`src/rtl/seg_bcd_scanner.sv`:
```
// seg_bcd_scanner: converts a binary value to decimal (double dabble) or hex digits
// and drives a time-multiplexed 7-segment display with leading-zero blanking and overflow dashes.
module seg_bcd_scanner #(
    parameter int NUM_DIGITS   = 4,
    parameter int DATA_W       = 16,
    parameter int REFRESH_BITS = 18,
    parameter bit ACTIVE_LOW   = 1
) (
    input  logic                  clk_100mhz,
    input  logic                  reset,
    input  logic [DATA_W-1:0]     data_in,
    input  logic                  load,
    input  logic                  hex_mode,
    input  logic                  blank_lz,
    output logic                  busy,
    output logic                  ovf,
    output logic [NUM_DIGITS-1:0] anode,
    output logic [6:0]            seg
);
    localparam int DW = 4 * NUM_DIGITS;
    localparam int CW = $clog2(DATA_W);
    localparam int IW = NUM_DIGITS > 1 ? $clog2(NUM_DIGITS) : 1;
    localparam logic [6:0] SEG_DASH = 7'b1111110;
    localparam logic [6:0] SEG_BLANK = 7'b1111111;
    localparam logic [6:0] SEG_POL = ACTIVE_LOW ? 7'b0000000 : 7'b1111111;
    localparam logic [NUM_DIGITS-1:0] AN_POL = ACTIVE_LOW ? '0 : '1;
    localparam logic [6:0] SEG_LUT [16] = '{
        7'b0000001, 7'b1001111, 7'b0010010, 7'b0000110,
        7'b1001100, 7'b0100100, 7'b0100000, 7'b0001111,
        7'b0000000, 7'b0000100, 7'b0001000, 7'b1100000,
        7'b0110001, 7'b1000010, 7'b0110000, 7'b0111000
    };

    function automatic logic [63:0] dec_max(input int n);
        logic [63:0] p;
        p = 64'd1;
        for (int i = 0; i < n; i++) p = p * 64'd10;
        return p - 64'd1;
    endfunction

    localparam logic [63:0] DEC_MAX = dec_max(NUM_DIGITS);

    typedef enum logic [1:0] {IDLE, CONVERT, COMMIT} state_t;

    state_t                  state, state_nx;
    logic [DATA_W-1:0]       sh;
    logic [DW-1:0]           bcd, adj, disp;
    logic [CW-1:0]           cnt;
    logic                    mode_r, mode_c, ovf_p;
    logic [REFRESH_BITS-1:0] ref_cnt;
    logic [IW-1:0]           idx;
    logic [NUM_DIGITS-1:0]   blank;
    logic                    nz;
    logic [3:0]              cur;
    logic [6:0]              seg_nx;

    assign busy = state != IDLE;

    always_ff @(posedge clk_100mhz or posedge reset)
        if (reset) state <= IDLE;
        else       state <= state_nx;

    always_comb begin
        state_nx = state;
        case (state)
            IDLE:    state_nx = load ? CONVERT : IDLE;
            CONVERT: state_nx = (mode_r || cnt == CW'(DATA_W - 1)) ? COMMIT : CONVERT;
            default: state_nx = IDLE;
        endcase
    end

    always_comb begin
        adj = bcd;
        for (int i = 0; i < NUM_DIGITS; i++)
            adj[4*i +: 4] = bcd[4*i +: 4] > 4'd4 ? bcd[4*i +: 4] + 4'd3 : bcd[4*i +: 4];
    end

    // Overflow is decided at capture and only becomes visible at commit.
    always_ff @(posedge clk_100mhz or posedge reset)
        if (reset) begin
            sh     <= '0;
            bcd    <= '0;
            cnt    <= '0;
            mode_r <= 1'b0;
            ovf_p  <= 1'b0;
            disp   <= '0;
            mode_c <= 1'b0;
            ovf    <= 1'b0;
        end else begin
            if (state == IDLE && load) begin
                sh     <= data_in;
                bcd    <= '0;
                cnt    <= '0;
                mode_r <= hex_mode;
                ovf_p  <= hex_mode ? (64'(data_in) >> DW) != 64'd0 : 64'(data_in) > DEC_MAX;
            end
            if (state == CONVERT) begin
                sh  <= sh << 1;
                cnt <= cnt + 1'b1;
                bcd <= mode_r ? DW'(sh) : {adj[DW-2:0], sh[DATA_W-1]};
            end
            if (state == COMMIT) begin
                disp   <= bcd;
                mode_c <= mode_r;
                ovf    <= ovf_p;
            end
        end

    always_comb begin
        nz    = 1'b0;
        blank = '0;
        for (int i = NUM_DIGITS - 1; i > 0; i--) begin
            nz       = nz | (disp[4*i +: 4] != 4'd0);
            blank[i] = blank_lz && !nz;
        end
    end

    assign cur    = disp[idx*4 +: 4];
    assign seg_nx = ovf ? SEG_DASH :
                    (blank[idx] || (!mode_c && cur > 4'd9)) ? SEG_BLANK : SEG_LUT[cur];

    always_ff @(posedge clk_100mhz or posedge reset)
        if (reset) begin
            ref_cnt <= '0;
            idx     <= '0;
            anode   <= ~NUM_DIGITS'(1) ^ AN_POL;
            seg     <= SEG_LUT[0] ^ SEG_POL;
        end else begin
            ref_cnt <= ref_cnt + 1'b1;
            if (&ref_cnt) idx <= idx == IW'(NUM_DIGITS - 1) ? '0 : idx + 1'b1;
            anode   <= ~(NUM_DIGITS'(1) << idx) ^ AN_POL;
            seg     <= seg_nx ^ SEG_POL;
        end
endmodule

```
`config.mk`:
```
export PLATFORM = sky130hd
export DESIGN_NAME = seg_bcd_scanner
export DESIGN_NICKNAME = d
export VERILOG_FILES = /design/src/rtl/seg_bcd_scanner.sv
export SDC_FILE = /design/constraint.sdc
export NUM_CORES = 1
export LEC_CHECK = 0
export CELL_PAD_IN_SITES_DETAIL_PLACEMENT = 1
export CELL_PAD_IN_SITES_GLOBAL_PLACEMENT = 2
export CORE_MARGIN = 3
export CORE_UTILIZATION = 38
export DETAILED_ROUTE_END_ITERATION = 16
export PLACE_DENSITY_LB_ADDON = 0.1
export SKIP_CTS_REPAIR_TIMING = 1
export SYNTH_ARGS = -nofsm -noshare
export SYNTH_HDL_FRONTEND = slang
export SYNTH_SLANG_ARGS = --single-unit
```
`constraint.sdc`:
```
create_clock -name clk_100mhz -period 5.2 [get_ports clk_100mhz]
set_input_delay 1.04 -clock clk_100mhz [delete_from_list [all_inputs] [get_ports clk_100mhz]]
set_output_delay 1.04 -clock clk_100mhz [all_outputs]
set_load 0.02 [all_outputs]
```
==> results of run 1 <==
[sequential cells by signal, indices dropped and copies added (netlist names), 2 cells and up]
register and count:
cnt 4, sh 16, ref_cnt 18, state 2, idx 2, seg 7
anode 4, bcd 16, disp 16
[worst min-delay path by stage]
stage                      from          end  depth (start not counted)
finish               ref_cnt[4]   ref_cnt[4]                          1
global route         ref_cnt[9]   ref_cnt[9]                          1
CTS                 ref_cnt[15]  ref_cnt[15]                          1
detailed placement  ref_cnt[17]  ref_cnt[17]                          1
global placement    ref_cnt[15]  ref_cnt[15]                          1
floorplan           ref_cnt[15]  ref_cnt[15]                          1
[report_power, final]
group / switching [mW] / internal (mW)
sequential: 0.225 / 0.920
combinational: 0.592 / 0.472
clock: 0.283 / 0.474
total: 1.10 / 1.87
[metal layers]
layer | wire (µm) | GRT usage [%] | vias to the layer above
met4 | 104 | 4.33 | 0
met1 | 4530 | 22.0 | 1528
met2 | 4530 | 26.8 | 41
li1 | - | - | 1529
met5 | 0 | 0 | -
met3 | 277 | 3.26 | 8
[cells by family after synthesis]
logic type	after synthesis
simple gates	145
compound gates	75
flops	89
buf+inv	44
mux	32
xor+xnor	22
fa+ha+maj	17
[area by class of cell]
cell class | instances | area, µm²
inverter | 24 | 91.3
multi-input combinational | 291 | 1920
sequential | 89 | 2230
clock buffer | 10 | 229
tap | 140 | 175
fill | 1242 | 5860
clock inverter | 6 | 115
timing repair buffer | 36 | 353
[placed cells by master, fill, tap and decap left out, drive strengths merged, types with 10 or more instances in the layout]
cell / netlist / final
a22oi: 11 / 11
ha: 17 / 17
xnor2: 19 / 19
nand3: 29 / 29
clkbuf: 16 / 10
mux2: 14 / 14
inv: 24 / 25
dfrtp: 85 / 85
nand2: 57 / 57
a21oi: 15 / 15
o21ai: 31 / 31
nor2: 24 / 24
clkdlybuf4s50: 0 / 33
mux2i: 14 / 14
[synth_stat cells, types with 2 or more instances]
cell and n:
mux2_2 13, nor4_1 4, and4_1 2, buf_1 2
nor3b_1 4, or2_2 2, nor3_1 5, a31oi_1 2
nand4_1 6, o21ai_0 31, ha_1 17, clkbuf_1 16
o31ai_1 4, mux4_2 4, dfrtp_1 85, nand2_1 57
dfstp_2 4, nor2b_1 5, inv_1 23, a21oi_1 15
a22oi_1 11, xnor2_1 19, nand3_1 29, o22ai_1 4
nand2b_1 3, o211ai_1 2, a211oi_1 4, xor2_1 3
nor2_1 24, and3_1 2, mux2i_1 14
[per-stage QoR]
step	cell area [µm²]	setup WS (ns)	utilization, %	instances	hold WS [ns]
after CTS	5120	2.58	46.6	596	0.480
after floorplan	4330	1.86	-	424	0.438
after global placement	4770	2.47	43.5	580	0.455
after global routing	5120	2.46	46.6	596	0.506
after detailed placement	4770	2.44	43.5	580	0.468
final	5120	2.61	46.6	596	0.475
==> flow_summary.ini, run 1 <==
[synth]
async_flop_share_pct = 100
synth_xor_xnor_area_share_pct = 4.45
yosysTopAreaCell = dfrtp_1
synth_area_um2 = 4330
post_synth_mux_area_share_pct = 9.05
synth_ff_type = dfrtp_1
synth.avg_cell_area_um2 = 10.2
yosys_warnings = 0
synthSimpleGateAreaFrac_pct = 15.8
synthTopCellsByArea = dfrtp_1, nand2_1, ha_1
synthAdderAreaFrac_pct = 4.91
synth-seq-cells = 89
synthCells = 424
synth_compound_area_share_pct = 10.3
synth_edf_count = 0
ys_seq_area_share_pct = 51.6
synth_top_family_by_area = simple AND/OR/NAND/NOR gates
ys_types = 39
yosysTopAreaCellShare_pct = 49.1
syn-num-nets = 462

[setup_path]
arrival_ns = 1.55
crit_end = busy
slowest_delay_ns = 0.54
cp_cell_sequence = nor2_1 -> inv_1 -> clkdlybuf4s50_1
r2r_slack_ns = 2.72
reg2reg_depth = 8
cp.depth = 3
rr_endpoint = seg[4]
critPathTopFamily = buffers and inverters
critPathLaunchType = flip-flop
cp-end-kind = output pin
critical_path_class = reg2out
crit_buf_inv = 2
r2r_start = idx[0]
cp_slowest_cell = clkdlybuf4s50_1
critPathLaunch = state[1]
crit_fanout = 4
cp_data_required_time_ns = 4.16

[route]
vias_per_cell = 5.21
drt_iter0_drc = 184
dr_total_vias = 3106
wire_per_inst_um = 15.8
drc_errors = 0
routed_wl_um = 9450
dr.pass1.iters = 4
ant_nets = 0

[finish]
diodes = 0
syn_to_final_growth_pct = 18.2
drive_gt1_share_pct = 9.87
finish.net_count = 489

[timing]
rsz0062_at_grt = false
finalCriticalPeriod_ns = 2.59
hold_viol_final = 0
setup_tns_ns = 0
max_freq_ghz = 0.386
worst_pin_slew_ns = 1.08
drv_slew = 0
skew_ns = 0.00963
fin_crit_sh_pct = 49.8
setup_violations = 0
max-slew-margin-rel_pct = 27.8

[global_routing]
antenna_found_initial = 0
grt_max_degree = 62
grt_pass1_wl_um = 16800
grt_pass1_vias = 3349
gr-total-overflow = 0
grt_use_total_pct = 16.2

[power_and_ir_drop]
max-vdd-ir-drop_v = 0.000230
total_power_mw = 2.97
power_density_nw_per_um2 = 579
p_leak_nw = 2.25

[clocking]
tritoncts = yes
clkLatencyLatePin_ns = 0.34
cts_buffers = 9
clk_pin_slew_worst_paths_ns = 0.07
clockBufferDepth = 2
htree_levels = 3
root_buffer = clkbuf_16
cts_num_sinks = 89

[die]
die_x_um = 113
die_h_um = 113
dieArea_um2 = 12700
start_util_pct = 39.4
core-area_um2 = 11000
ios = 34
std_cell_rows = 38

[placement]
hpwl_um = 6580
portBuffers = 33
gp_congestion = 0.727

[outcome]
status = finished clean

[worst_hold_path]
hold_class = reg2reg

[job]
drv_cap = 0
(Power assumes the default switching activity.)
==> run 2: changes to the inputs <==
--- a/config.mk
+++ b/config.mk
@@ -8,7 +8,7 @@
 export CELL_PAD_IN_SITES_DETAIL_PLACEMENT = 1
 export CELL_PAD_IN_SITES_GLOBAL_PLACEMENT = 2
 export CORE_MARGIN = 3
-export CORE_UTILIZATION = 38
+export CORE_UTILIZATION = 34
 export DETAILED_ROUTE_END_ITERATION = 16
 export PLACE_DENSITY_LB_ADDON = 0.1
 export SKIP_CTS_REPAIR_TIMING = 1
==> constraint.sdc (replaced) <==
create_clock -name clk_100mhz -period 2.15 [get_ports clk_100mhz]
set_input_delay 0.43 -clock clk_100mhz [delete_from_list [all_inputs] [get_ports clk_100mhz]]
set_output_delay 0.43 -clock clk_100mhz [all_outputs]
set_load 0.02 [all_outputs]
==> run 2 against run 1 <==
Critical path depth up 6; cell count up 8.9%; clock skew down 0.0035 ns; sequential share of layout area down 2.1 points; clock power up 98%; setup slack worse by 2.6 ns; via count up 2.7%.
==> flow_summary.ini, run 2 (synthesis gave the netlist of run 1 again) <==
[timing]
hold_viol_final = 0
max-slew-margin-rel_pct = 50.1
finalCriticalPeriod_ns = 2.10
setup_violations = 0
skew_ns = 0.00617
rsz0062_at_grt = true
fin_crit_sh_pct = 97.8
worst_pin_slew_ns = 0.749
drv_slew = 0
max_freq_ghz = 0.476
fin_ws_ns = 0.0470
setup_tns_ns = 0

[die]
core-area_um2 = 12200
die_h_um = 119
ios = 34
dieArea_um2 = 14100
std_cell_rows = 40
start_util_pct = 35.5
die_x_um = 119

[placement]
gp_congestion = 0.852
hpwl_um = 7140
portBuffers = 33
pre_cts_ws_ns = 0.0335
placed_area_um2 = 4970

[route]
dr.pass1.iters = 4
vias_per_cell = 4.91
dr_total_vias = 3189
drc_errors = 0
routed_wl_um = 9920
ant_nets = 0
wire_per_inst_um = 15.3
drt_iter0_drc = 119

[worst_hold_path]
holdPathStages = 1
hold_class = reg2reg

[finish]
diodes = 0
finish.net_count = 514
layout_common_cells = dfrtp_1, nand2_1, clkdlybuf4s50_1
drive_gt1_share_pct = 16.4
finalInstanceArea_um2 = 5380
final_common_cell = dfrtp_1
num-fill-cells = 1383
largest_reg_flops = 18
syn_to_final_growth_pct = 24.4
utilization_pct = 44.1
top_register = ref_cnt

[setup_path]
cp_data_required_time_ns = 2.38
arrival_ns = 2.34
critPathLaunch = idx[0]
crit_fanout = 6
rr_endpoint = seg[1]
r2r_start = idx[0]
critPathLaunchType = flip-flop
critical_path_class = reg2reg
reg2reg_depth = 9
cp-end-kind = flip-flop
crit_end = seg[1]
r2r_slack_ns = 0.05

[clocking]
htree_levels = 3
clk_pin_slew_worst_paths_ns = 0.06
root_buffer = clkbuf_16
clkLatencyLatePin_ns = 0.34
cts_buffers = 9
tritoncts = yes
cts_num_sinks = 89
clockBufferDepth = 2

[job]
drv_cap = 0

[outcome]
status = finished clean

[power_and_ir_drop]
p_leak_nw = 2.36
total_power_mw = 7.29
power_density_nw_per_um2 = 1350
max-vdd-ir-drop_v = 0.000773

[global_routing]
grt_pass1_wl_um = 17200
grt_pass1_vias = 3362
antenna_found_initial = 0
grt_use_total_pct = 15.0
grt_max_degree = 50
gr-total-overflow = 0
## run 2: cell count changes in the layout (fill, tap and decap cells not counted), sizes merged
cell and change:
bufinv -3, inv -2, buf +25, clkinvlp +1, clkbuf +4
## run 2: worst min path at each step
stage / startpoint / to / slack (ns)
global route: ref_cnt[15] / ref_cnt[15] / 0.49
detailed placement: ref_cnt[15] / ref_cnt[15] / 0.46
global placement: ref_cnt[15] / ref_cnt[15] / 0.46
floorplan: ref_cnt[15] / ref_cnt[15] / 0.44
finish: ref_cnt[13] / ref_cnt[13] / 0.47
CTS: ref_cnt[15] / ref_cnt[15] / 0.47
## run 2: routing by layer
metal | part of all wire, % | global-route usage (%) | up-vias
met1 | 48 | 20.3 | 1567
met2 | 48 | 24.1 | 36
met4 | 1.5 | 5.00 | 0
met3 | 2.6 | 3.23 | 13
li1 | - | - | 1573
met5 | 0 | 0 | -
## run 2: area by class of cell
| type | instances | area [µm²] | area share [%] |
|---|---|---|---|
| Sequential cell | 89 | 2230 | 41.5 |
| Clock buffer | 14 | 264 | 4.90 |
| Multi-Input combinational cell | 291 | 2000 | 37.2 |
| Clock inverter | 2 | 12.5 | 0.232 |
| Inverter | 24 | 96.3 | 1.79 |
| Tap cell | 168 | 210 | 3.90 |
| Timing Repair Buffer | 61 | 566 | 10.5 |
## run 2: worst max-delay path, cell delays in order (launching register included)
cell	delay [ns]
dfrtp_1	0.41
mux4_2	0.58
inv_2	0.13
ha_4	0.15
nor2_4	0.04
nor2_4	0.11
nor3_4	0.06
nor3_4	0.30
buf_4	0.17
nand2_2	0.03
## run 2: stage by stage
step | cells | hold slack (ns)
floorplan | 424 | 0.438
global placement | 626 | 0.458
detailed placement | 626 | 0.463
CTS | 642 | 0.474
global route | 649 | 0.487
finish | 649 | 0.470
## run 2: power by group
group	leakage, nW	switching (mW)	total, mW	internal [mW]
clock	0.133	0.649	1.50	0.847
combinational	1.10	1.69	3.11	1.41
sequential	1.13	0.458	2.69	2.23
total	2.36	2.80	7.29	4.49
